**config.mk**
```make
export PLATFORM = sky130hd
export DESIGN_NAME = ds18b20_reader
export DESIGN_NICKNAME = d
export VERILOG_FILES = /design/src/rtl/ds18b20_reader_pkg.sv /design/src/rtl/ds18b20_reader_crc8_maxim.sv /design/src/rtl/ds18b20_reader.sv
export SDC_FILE = /design/constraint.sdc
export NUM_CORES = 1
export LEC_CHECK = 0
export CAP_MARGIN = 25
export CORE_MARGIN = 2
export CORE_UTILIZATION = 57
export CTS_CLUSTER_DIAMETER = 80
export DETAILED_ROUTE_END_ITERATION = 7
export PLACE_DENSITY = 0.89
export SETUP_SLACK_MARGIN = 0.1
export SYNTH_ARGS = -nofsm -noshare
export SYNTH_HDL_FRONTEND = slang
export SYNTH_SLANG_ARGS = --single-unit
```
**constraint.sdc**
```tcl
create_clock -name clk -period 2.6 [get_ports clk]
set_input_delay 0.26 -clock clk [delete_from_list [all_inputs] [get_ports clk]]
set_output_delay 0.26 -clock clk [all_outputs]
set_load 0.05 [all_outputs]
```
**src/rtl/ds18b20_reader_pkg.sv**
```systemverilog
// Shared definitions for the DS18B20 reader: command bytes, state encodings, CRC8 helper.
package ds18b20_reader_pkg;

    localparam int unsigned CONV_CYCLES_DEF = 750000;
    localparam int unsigned ACK_TIMEOUT_DEF = 8;
    localparam int unsigned WAIT_W          = 20;
    localparam int unsigned ACK_W           = 8;
    localparam int unsigned IDX_W           = 4;
    localparam int unsigned SP_BYTES        = 9;

    localparam logic [7:0] CMD_SKIP_ROM = 8'hCC;
    localparam logic [7:0] CMD_CONVERT  = 8'h44;
    localparam logic [7:0] CMD_READ_SP  = 8'hBE;
    localparam logic [7:0] CRC_POLY     = 8'h8C;

    typedef enum logic [3:0] {
        S_IDLE, S_RST1, S_SKIP1, S_CONV, S_WAIT_CONV,
        S_RST2, S_SKIP2, S_READ_CMD, S_RD_BYTE, S_CHECK, S_FIN
    } state_t;

    typedef enum logic [1:0] {OP_ISSUE, OP_ACK, OP_DONE} op_t;

    // Dallas/Maxim CRC8, data shifted in LSB first.
    function automatic logic [7:0] crc8_byte(input logic [7:0] crc, input logic [7:0] data);
        logic [7:0] c;
        c = crc;
        for (int i = 0; i < 8; i++) begin
            if (c[0] ^ data[i]) c = (c >> 1) ^ CRC_POLY;
            else                c = c >> 1;
        end
        return c;
    endfunction

endpackage

```
**src/rtl/ds18b20_reader_crc8_maxim.sv**
```systemverilog
// Byte-wide Dallas/Maxim CRC8 accumulator; one byte absorbed per enabled cycle.
import ds18b20_reader_pkg::*;

module crc8_maxim (
    input  logic       clk,
    input  logic       RstN,
    input  logic       Clr,
    input  logic       En,
    input  logic [7:0] Byte,
    output logic [7:0] Crc
);

    always_ff @(posedge clk or negedge RstN) begin
        if (!RstN)   Crc <= 8'h00;
        else if (Clr) Crc <= 8'h00;
        else if (En)  Crc <= crc8_byte(Crc, Byte);
    end

endmodule

```
**src/rtl/ds18b20_reader.sv**
```systemverilog
// DS18B20 transaction sequencer driving the 1-Wire byte engine.
import ds18b20_reader_pkg::*;

module ds18b20_reader #(
    parameter int unsigned CONV_CYCLES = CONV_CYCLES_DEF,
    parameter int unsigned ACK_TIMEOUT = ACK_TIMEOUT_DEF
) (
    input  logic        clk,
    input  logic        RstN,
    input  logic        Start,
    output logic        Busy,
    output logic [15:0] Temp,
    output logic        TempValid,
    output logic        CrcErr,
    output logic        NoDevice,
    output logic        Fault,
    output logic        OwRstN,
    output logic        OwWrite,
    output logic        OwRead,
    output logic [7:0]  OwInData,
    input  logic [7:0]  OwOutData,
    input  logic        OwBusy,
    input  logic        OwPresence
);

    state_t             r_state;
    op_t                r_op;
    logic [ACK_W-1:0]   r_ack_cnt;
    logic [WAIT_W-1:0]  r_wait;
    logic [IDX_W-1:0]   r_idx;
    logic [7:0]         r_sp [SP_BYTES];

    logic               w_op_rst;
    logic               w_op_wr;
    logic               w_op_rd;
    logic [7:0]         w_wr_byte;
    logic               w_crc_clr;
    logic               w_crc_en;
    logic [7:0]         w_crc;

    // Decode which engine op the current state performs.
    always_comb begin
        w_op_rst  = (r_state == S_RST1) || (r_state == S_RST2);
        w_op_wr   = 1'b0;
        w_op_rd   = (r_state == S_RD_BYTE);
        w_wr_byte = 8'h00;
        case (r_state)
            S_SKIP1, S_SKIP2: begin w_op_wr = 1'b1; w_wr_byte = CMD_SKIP_ROM; end
            S_CONV:           begin w_op_wr = 1'b1; w_wr_byte = CMD_CONVERT;  end
            S_READ_CMD:       begin w_op_wr = 1'b1; w_wr_byte = CMD_READ_SP;  end
            default:          ;
        endcase
    end

    assign w_crc_clr = (r_state == S_READ_CMD);
    assign w_crc_en  = (r_state == S_RD_BYTE) && (r_op == OP_DONE) && !OwBusy;

    crc8_maxim u_crc (
        .clk  (clk),
        .RstN (RstN),
        .Clr  (w_crc_clr),
        .En   (w_crc_en),
        .Byte (OwOutData),
        .Crc  (w_crc)
    );

    always_ff @(posedge clk or negedge RstN) begin
        if (!RstN) begin
            r_state   <= S_IDLE;
            r_op      <= OP_ISSUE;
            r_ack_cnt <= '0;
            r_wait    <= '0;
            r_idx     <= '0;
            for (int i = 0; i < SP_BYTES; i++) r_sp[i] <= 8'h00;
            Busy      <= 1'b0;
            Temp      <= 16'h0000;
            TempValid <= 1'b0;
            CrcErr    <= 1'b0;
            NoDevice  <= 1'b0;
            Fault     <= 1'b0;
            OwRstN    <= 1'b1;
            OwWrite   <= 1'b0;
            OwRead    <= 1'b0;
            OwInData  <= 8'h00;
        end else begin
            TempValid <= 1'b0;
            OwRstN    <= 1'b1;
            OwWrite   <= 1'b0;
            OwRead    <= 1'b0;
            case (r_state)
                S_IDLE: begin
                    if (Start && !Busy && !OwBusy) begin
                        CrcErr   <= 1'b0;
                        NoDevice <= 1'b0;
                        Fault    <= 1'b0;
                        Busy     <= 1'b1;
                        r_idx    <= '0;
                        r_wait   <= '0;
                        r_op     <= OP_ISSUE;
                        r_state  <= S_RST1;
                    end
                end
                // Conversion wait: saturating counter, bus left idle.
                S_WAIT_CONV: begin
                    if (r_wait == WAIT_W'(CONV_CYCLES)) begin
                        r_op    <= OP_ISSUE;
                        r_state <= S_RST2;
                    end else begin
                        r_wait <= r_wait + 1'b1;
                    end
                end
                S_CHECK: begin
                    if (w_crc == 8'h00) begin
                        Temp      <= {r_sp[1], r_sp[0]};
                        TempValid <= 1'b1;
                    end else begin
                        CrcErr <= 1'b1;
                    end
                    r_state <= S_FIN;
                end
                S_FIN: begin
                    Busy    <= 1'b0;
                    r_state <= S_IDLE;
                end
                default: begin
                    case (r_op)
                        OP_ISSUE: begin
                            if (!OwBusy) begin
                                if (w_op_rst) OwRstN <= 1'b0;
                                if (w_op_rd)  OwRead <= 1'b1;
                                if (w_op_wr) begin
                                    OwWrite  <= 1'b1;
                                    OwInData <= w_wr_byte;
                                end
                                r_ack_cnt <= '0;
                                r_op      <= OP_ACK;
                            end
                        end
                        OP_ACK: begin
                            if (OwBusy) begin
                                r_op <= OP_DONE;
                            end else if (r_ack_cnt == ACK_W'(ACK_TIMEOUT - 1)) begin
                                Fault   <= 1'b1;
                                Busy    <= 1'b0;
                                r_op    <= OP_ISSUE;
                                r_state <= S_IDLE;
                            end else begin
                                r_ack_cnt <= r_ack_cnt + 1'b1;
                            end
                        end
                        default: begin
                            // Engine finished: consume its result and advance the sequence.
                            if (!OwBusy) begin
                                r_op <= OP_ISSUE;
                                case (r_state)
                                    S_RST1, S_RST2: begin
                                        if (!OwPresence) begin
                                            NoDevice <= 1'b1;
                                            Busy     <= 1'b0;
                                            r_state  <= S_IDLE;
                                        end else begin
                                            r_state <= (r_state == S_RST1) ? S_SKIP1 : S_SKIP2;
                                        end
                                    end
                                    S_SKIP1:    r_state <= S_CONV;
                                    S_CONV: begin
                                        r_wait  <= '0;
                                        r_state <= S_WAIT_CONV;
                                    end
                                    S_SKIP2:    r_state <= S_READ_CMD;
                                    S_READ_CMD: begin
                                        r_idx   <= '0;
                                        r_state <= S_RD_BYTE;
                                    end
                                    S_RD_BYTE: begin
                                        r_sp[r_idx] <= OwOutData;
                                        if (r_idx == IDX_W'(SP_BYTES - 1)) r_state <= S_CHECK;
                                        else                               r_idx   <= r_idx + 1'b1;
                                    end
                                    default:    r_state <= S_IDLE;
                                endcase
                            end
                        end
                    endcase
                end
            endcase
        end
    end

endmodule

```
# Yosys cells after proc, flatten, opt, wreduce, memory -nomap -nowiden
# Index checks and enable logic that the tools add are counted.
# classes
add_sub_neg,3
multipliers,0
div,0
n_lt_le_gt_ge,2
eq_ne,39
shift,0
n_mux,98
bitwise_logic,23
reduce_logical,40
# op_table
op,n
2-to-1 mux 8 bit,28
2-to-1 mux 20 bit,5
bitwise mux 72 bit,1
case mux 20 bit (3 select lines),1
2-to-1 mux 4 bit,10
demux 8 bit (select 4 bit),1
2-to-1 mux 1 bit,30
AND reduction 6 bit,5
NOT 2 -> 3 bit,8
case mux 4 bit (2 select lines),3
case mux 4 bit (6 select lines),1
case mux 8 bit (3 select lines),1
"adder 20 x 1 -> 20 bit, second input constant",1
"== test 20 bit, second input constant",1
"== test 4 x 3 -> 1 bit, second input constant",4
"== test 4 bit, second input constant",4
case mux 4 bit (4 select lines),1
case mux 8 bit (2 select lines),1
"!= test 2 bit, second input constant",7
2-to-1 mux 2 bit,6
"!= test 3 x 1 -> 1 bit, second input constant",4
nonzero test 2 bit,6
"!= test 5 x 1 -> 1 bit, second input constant",2
AND reduction 5 bit,2
other kinds (39),72
# totals
reg_bits,150
latchBits,0
ram_bits,0
rom_bits,0
input_bits,13
output_inout_bits,32
elab_cells,230
n_memories,0

# Longest topological paths before layout
# Gate-level depths: netlist of the first run.
# depth
ltp_word,33
ltp_mapped,9
ltp_nobuf,7

# By module
# From an unflattened synthesis of the first run, not the netlist that was laid out.
# unflattened
cells_unflattened,463
area_unflattened_um2,4889.7
# by_module_without_submodules
mod,n_inst,cells_each,area_each_um2,seq_area_each_um2
ds18b20_reader,1,413,4310.4,2053.2
crc8_maxim,1,50,579.3,200.2

# Worst setup path before layout of the first run
# OpenSTA, ideal clock, no wires.
# synth_path
kind,reg-to-reg
start,register Busy
end,register r_wait[0]
setup_time_ns,0.125
arrival_ns,2.053
required_time_ns,2.475
slack_ns,0.422
stages_incl_launch_ff,7
path_buffers,1
period_less_slack_ns,2.178
cell_sequence,dfrtp_1 or3b_2 a21oi_2 nor2_1 clkbuf_1 or2_1 mux2_2
# synth_between
elab_chain_len,5
# synth_lines
element,line,rtl
start: declaration,ds18b20_reader.sv:11,"output logic Busy,"
start signal: assignment,ds18b20_reader.sv:75,Busy <= 1'b0;
start signal: assignment,ds18b20_reader.sv:96,Busy <= 1'b1;
start signal: assignment,ds18b20_reader.sv:122,Busy <= 1'b0;
zero test 1 bit,ds18b20_reader.sv:92,if (Start && !Busy && !OwBusy) begin
logical AND 1 bit (2 in series),ds18b20_reader.sv:92,
!= test 2 bit (no source line),-,
AND reduction 6 bit (no source line),-,
end signal: assignment,ds18b20_reader.sv:109,r_wait <= r_wait + 1'b1;
end: declaration,ds18b20_reader.sv:29,logic [WAIT_W-1:0] r_wait;
# Every way passes these cells.
# A chain may end at the register's enable or synchronous reset.

# Worst setup path in the final report of the first run
# layout_path
start,register r_state[0]
end,register r_wait[19]
# layout_between
elab_chain_len,4
word_cells_on_any_way,14
cone_classes,eq/ne: 8; mux: 1; bitwise: 1; reduce/logical: 4
# layout_lines
element,line,rtl
start: declaration,ds18b20_reader.sv:26,state_t r_state;
start signal: assignment,ds18b20_reader.sv:162,r_state <= (r_state == S_RST1) ? S_SKIP1 : S_SKIP2;
== test 4 bit,ds18b20_reader.sv:90,case (r_state)
OR reduction 2 bit (no source line),-,
NOT 1 bit (no source line),-,
AND reduction 6 bit (no source line),-,
# Parallel ways exist; a longest one is shown, timed or not.

==> flow_summary.ini, run 1 <==
[layout]
layout.area.seq_mm2 = 0.00225
synthToLayoutAreaGrowth_pct = 17.0
final_cell_mix = 89 x dfrtp_1, 42 x clkdlybuf4s50_1, 35 x nand2_1
drive_above_1_share_pct = 13.6
n_antenna_cell = 0
multiInputGateArea_mm2 = 0.00221
nNetsFinal = 513
final_common_cell = dfrtp_1
fin_area_mm2 = 0.00540
fill_cells = 567

[logic_synthesis]
syn-num-nets = 466
synth-async-reset-ratio_pct = 100
syn_inst = 447
ys_seq_elements = 90
yosys_warnings = 0
synthDistinctLibCells = 62
syn_area_mm2 = 0.00461
synthFlopType = dfrtp_1
synth-edff-count = 0
avgSynthCellArea_um2 = 10.3
synth-seq-area-share_pct = 48.8

[worst_setup_path]
path_buf_inv = 1
critPathArrivalTime_ns = 2.60
criticalPathCategory = reg -> reg
critPathCaptureType = flip-flop
cp_top_family = simple AND/OR/NAND/NOR gates
worst_setup_path_start_kind = flip-flop
crit_required_ns = 2.89
crit_chain = or3_1, a21oi_2, nor2_1, buf_4, or3_1, a21oi_1
worstPathMaxFanout = 14
critPathSlowestCell = or3_1
cp_slowest_stage_delay_ns = 0.53
cpMostUsedCell = or3_1

[run_status]
status = finished clean

[routing]
drtIter0Drc = 288
drc = 0
wl_um = 9960
drt_first_pass_iters = 6
via_per_inst = 6.00
postRouteAntennaNets = 0
post_drt_wl_per_cell_um = 16.6
num_vias = 3607

[floorplanning]
die-area_mm2 = 0.00883
die-width_um = 94.0
fp.dieH_um = 94.0
initial_utilization_pct = 59.4
core_area_mm2 = 0.00777
pin_count = 45
rows = 32

[global_routing]
grt_use_total_pct = 24.1
grt_max_degree = 91
grt_antenna_before_repair = 0
grt_pass1_vias = 3480
overflow = 0
grt_pass1_wl_um = 16600

[timing]
hold_violations = 0
min_period_ns = 2.31
skew_ns = 0.0137
tns_ns = 0
tightest_slew_ns = 0.726
slew_viol_final = 0
fmax_mhz = 434
slew_headroom_pct = 51.4
timing.final.crit_share_pct = 88.7
rsz0062_at_grt = false
setup_viol = 0

[min_path]
hold_class = in -> async

[clocking]
postCtsSetupRepairBufs = 0
htree_levels = 3
cts_root_buf = clkbuf_8
cts.sink_count = 90
ctsResizeCount = 0
cts_tree = built
cts_buffers = 9
path_clk_slew_ns = 0.10
clkLatencyLatePin_ns = 0.37
clock_path_buffers = 2

[job]
cap_violations = 0

[power]
p_leak_nw = 2.36
peakVddDrop_mv = 0.607
power_density_mw_per_mm2 = 1060

[placed_design]
place.gp.congestion = 0.890
io_buffers = 43
dp_hpwl_um = 7070
dpl_cell_area_mm2 = 0.00520
-- final cells by class --
class	count	share of cell area, %
inverters	8	0.556
multi-input cells	323	41.0
clock buffers	9	2.30
flip-flops and latches	90	41.8
well taps	102	2.36
clock inverters	7	1.21
repair buffers	62	10.9
-- worst min-delay path: stages --
cell and delay [ns]:
dlygate4sd3_1 0.53, buf_4 0.11, buf_12 0.37
-- stage by stage --
step | util (%) | instances | total power [mW] | hold slack (ns) | worst slack (ns)
finish | 69.5 | 601 | 5.72 | 0.477 | 0.295
global route | 69.5 | 601 | 6.09 | 0.512 | 0.162
CTS | 69.5 | 601 | 5.72 | 0.498 | 0.304
detailed placement | 66.9 | 584 | 4.78 | 0.341 | 0.0882
global placement | 66.9 | 584 | 4.64 | 0.340 | 0.198
floorplan | - | 447 | 4.06 | -0.0356 | 0.422
-- synth_stat cells, types with 3 or more instances --
| master | number | share of area, % |
|---|---|---|
| dfrtp_1 | 89 | 48 |
| xor2_1 | 9 | 1.7 |
| or4_1 | 4 | 0.65 |
| nor3_1 | 13 | 1.4 |
| nand3_1 | 28 | 3.0 |
| or3_1 | 15 | 2.0 |
| inv_1 | 8 | 0.65 |
| a22o_1 | 4 | 0.76 |
| and2_1 | 3 | 0.41 |
| nor2b_1 | 6 | 0.81 |
| nand4_1 | 6 | 0.81 |
| buf_4 | 4 | 0.65 |
| mux2i_1 | 4 | 0.87 |
| o21ai_1 | 7 | 0.76 |
| ha_1 | 6 | 1.6 |
| a21oi_1 | 27 | 2.9 |
| nand2b_1 | 3 | 0.41 |
| a211oi_1 | 3 | 0.49 |
| nor2_1 | 16 | 1.3 |
| nand2_1 | 35 | 2.8 |
| and3_1 | 7 | 0.95 |
| xnor2_1 | 14 | 2.7 |
| buf_2 | 5 | 0.54 |
| mux2_2 | 18 | 4.4 |
| o31ai_1 | 4 | 0.65 |
| nor4b_1 | 6 | 1.1 |
| clkbuf_1 | 16 | 1.3 |
| nor4_1 | 4 | 0.54 |
| nand2_2 | 3 | 0.41 |
| mux2_1 | 18 | 4.4 |
| o21ai_0 | 21 | 2.3 |
| a21o_1 | 3 | 0.49 |
-- sequential cells by signal (all words and copies together), names as in the netlist, 2 cells and up --
| register | cells |
|---|---|
| OwInData | 4 |
| Temp | 16 |
| r_ack_cnt | 8 |
| r_idx | 4 |
| r_op | 2 |
| r_sp | 16 |
| r_state | 4 |
| r_wait | 20 |
| u_crc.Crc | 8 |
-- final timing paths --
path	start	slack [ns]	end	depth (start not counted)
max in group asynchronous	RstN	1.76	r_ack_cnt[3]	3
worst max-delay path	r_state[0]	0.29	r_wait[19]	6
min in group clk	r_sp[64]	0.50	r_sp[64]	1
worst min-delay path	RstN	0.48	r_wait[14]	3
worst max register to register	r_state[0]	0.29	r_wait[19]	6
worst min register to register	r_sp[64]	0.50	r_sp[64]	1
-- power breakdown --
part	switching, mW	internal, mW	total [mW]	leakage, nW
combinational	1.55	1.08	2.63	1.07
clock	0.551	0.373	0.924	0.0947
sequential	0.386	1.78	2.17	1.19
total	2.49	3.23	5.72	2.36
-- routing by layer --
metal	wire (µm)	global-route usage, %	vias up
li1	-	-	1718
met1	4460	32.0	1769
met2	4900	39.8	108
met3	491	5.06	12
met4	106	7.61	0
met5	0	0	-
-- logic make-up after synthesis --
logic type,after synthesis,share of synthesized area [%]
other,1,0.0813
XOR/XNOR,23,4.37
buffers and inverters,34,3.23
adder cells (fa/ha/maj),6,1.63
multiplexers,40,9.66
AND/OR/NAND/NOR,169,20.8
flip-flops,90,48.8
AO/OA/AOI/OAI,84,11.4
-- timing repair --
action                                  in CTS  in global routing
endpoints found under the setup margin       0                  0
endpoints found under the hold margin       89                  0
hold buffers                                 1                  0
Power figures use the tool's default switching activity.
==> run 2, diff against run 1 <==
CORE_UTILIZATION = 59   (was 57)
CTS_BUF_LIST = sky130_fd_sc_hd__clkbuf_8   (was unset)
PLACE_DENSITY = 0.91   (was 0.89)
==> run 2 against run 1 <==
Combinational power about the same. Highest routed layer unchanged. Largest cell class unchanged. Non-clock buffer count unchanged. Critical path type unchanged. Die area decreased by 3.2%. Register-to-register slack got worse by 0.06 ns. Cell count unchanged. Largest power group unchanged.
==> flow_summary.ini, run 2 (same netlist as run 1, synthesis figures left out) <==
[worst_setup_path]
reg2reg_depth = 4
cp_slowest_stage_delay_ns = 0.71
criticalPathCategory = reg -> reg
regToRegEndpoint = r_sp[56]
worstPathMaxFanout = 10
crit_required_ns = 2.86
r2r_setup_slack_ns = 0.23
critPathSlowestCell = or4b_1
critPathCaptureType = flip-flop
critPathArrivalTime_ns = 2.62
worst_setup_path_start_kind = flip-flop
r2r_start = r_state[1]
crit_chain = or4b_1, nor4_2, nand2_2, mux2_1

[power]
peakVddDrop_mv = 0.536
p_leak_nw = 2.37
power_density_mw_per_mm2 = 1070
finalPower_mw = 5.80

[clocking]
cts_buffers = 9
clkLatencyLatePin_ns = 0.38
cts.sink_count = 90
path_clk_slew_ns = 0.10
clock_path_buffers = 2
htree_levels = 3
postCtsSetupRepairBufs = 0
ctsResizeCount = 0
cts_root_buf = clkbuf_8
cts_tree = built

[timing]
setup_viol = 0
tightest_slew_ns = 0.585
rsz0062_at_grt = false
slew_viol_final = 0
timing.final.crit_share_pct = 91.0
hold_violations = 0
tns_ns = 0
min_period_ns = 2.37
skew_ns = 0.0111
slew_headroom_pct = 60.6
fin_ws_ns = 0.234
fmax_mhz = 423

[routing]
num_vias = 3671
wl_um = 10200
drc = 0
via_per_inst = 6.11
drt_first_pass_iters = 6
postRouteAntennaNets = 0
post_drt_wl_per_cell_um = 17.0
drtIter0Drc = 185

[floorplanning]
core_area_mm2 = 0.00765
initial_utilization_pct = 60.3
die-area_mm2 = 0.00854
pin_count = 45
fp.dieH_um = 92.4
rows = 32
die-width_um = 92.4

[layout]
largest_reg_flops = 20
final_cell_mix = 89 x dfrtp_1, 42 x clkdlybuf4s50_1, 35 x nand2_1
nNetsFinal = 513
drive_above_1_share_pct = 13.6
final_common_cell = dfrtp_1
reg.largest.list = r_wait: 20 flops, Temp: 16 flops, r_sp: 16 flops
n_antenna_cell = 0
synthToLayoutAreaGrowth_pct = 17.4
largest-register = r_wait
final_cells = 601
fin_area_mm2 = 0.00541

[global_routing]
grt_pass1_wl_um = 17200
grt_antenna_before_repair = 0
grt_use_total_pct = 25.7
grt_max_degree = 45
grt_pass1_vias = 3552
overflow = 0

[placed_design]
dp_hpwl_um = 7170
dpl_cell_area_mm2 = 0.00518
place.gp.congestion = 0.888
pre_cts_slack_ns = 0.150
io_buffers = 43
dp.cells = 584

[min_path]
hold_class = in -> async

[job]
cap_violations = 0

[run_status]
status = finished clean
## run 2: worst max path at each step
stage	cells past startpoint	slack, ns	from	to
finish	4	0.23	r_state[1]	r_sp[56]
floorplan	6	0.42	Busy	r_wait[0]
CTS	4	0.26	r_state[1]	r_sp[56]
global placement	8	0.26	OwBusy	r_wait[15]
detailed placement	8	0.15	OwBusy	r_wait[15]
global route	7	0.11	r_wait[1]	r_state[3]
## run 2: per-layer routing
layer  vias up  part of all wire [%]  wire length, µm  global-route usage [%]
met5         -                     0                0                       0
met4         0                   1.6              164                    9.08
met3        19                   6.2              634                    5.61
met2       150                    49             5030                    41.2
met1      1778                    43             4380                    34.9
li1       1724                     -                -                       -
## run 2: cell type report
type / instances / area [µm²]
Sequential cell: 90 / 2250
Clock inverter: 7 / 95.1
Timing Repair Buffer: 62 / 573
Inverter: 8 / 30.0
Clock buffer: 9 / 124
Tap cell: 102 / 128
Fill cell: 526 / 2230
Multi-Input combinational cell: 323 / 2210
## run 2: through the flow
step / hold slack (ns) / utilization, %
after floorplan: -0.0356 / -
after global placement: 0.277 / 67.8
after detailed placement: 0.279 / 67.8
after CTS: 0.411 / 70.8
after global routing: 0.427 / 70.8
final: 0.396 / 70.8
## run 2: critical path, delay by kind of cell (launching register included)
kind | cells | cell delay, ns
flops | 1 | 0.48
mux | 1 | 0.37
simple gates | 3 | 1.40
## run 2: power by group
group / internal (mW) / switching (mW)
clock network: 0.474 / 0.563
registers: 1.78 / 0.375
logic: 1.06 / 1.55
total: 3.32 / 2.48
## run 2: repair_timing
| item | in CTS | in global routing |
|---|---|---|
| setup endpoints to repair | 0 | 0 |
| endpoints found under the hold margin | 41 | 0 |
| hold buffers | 1 | 0 |
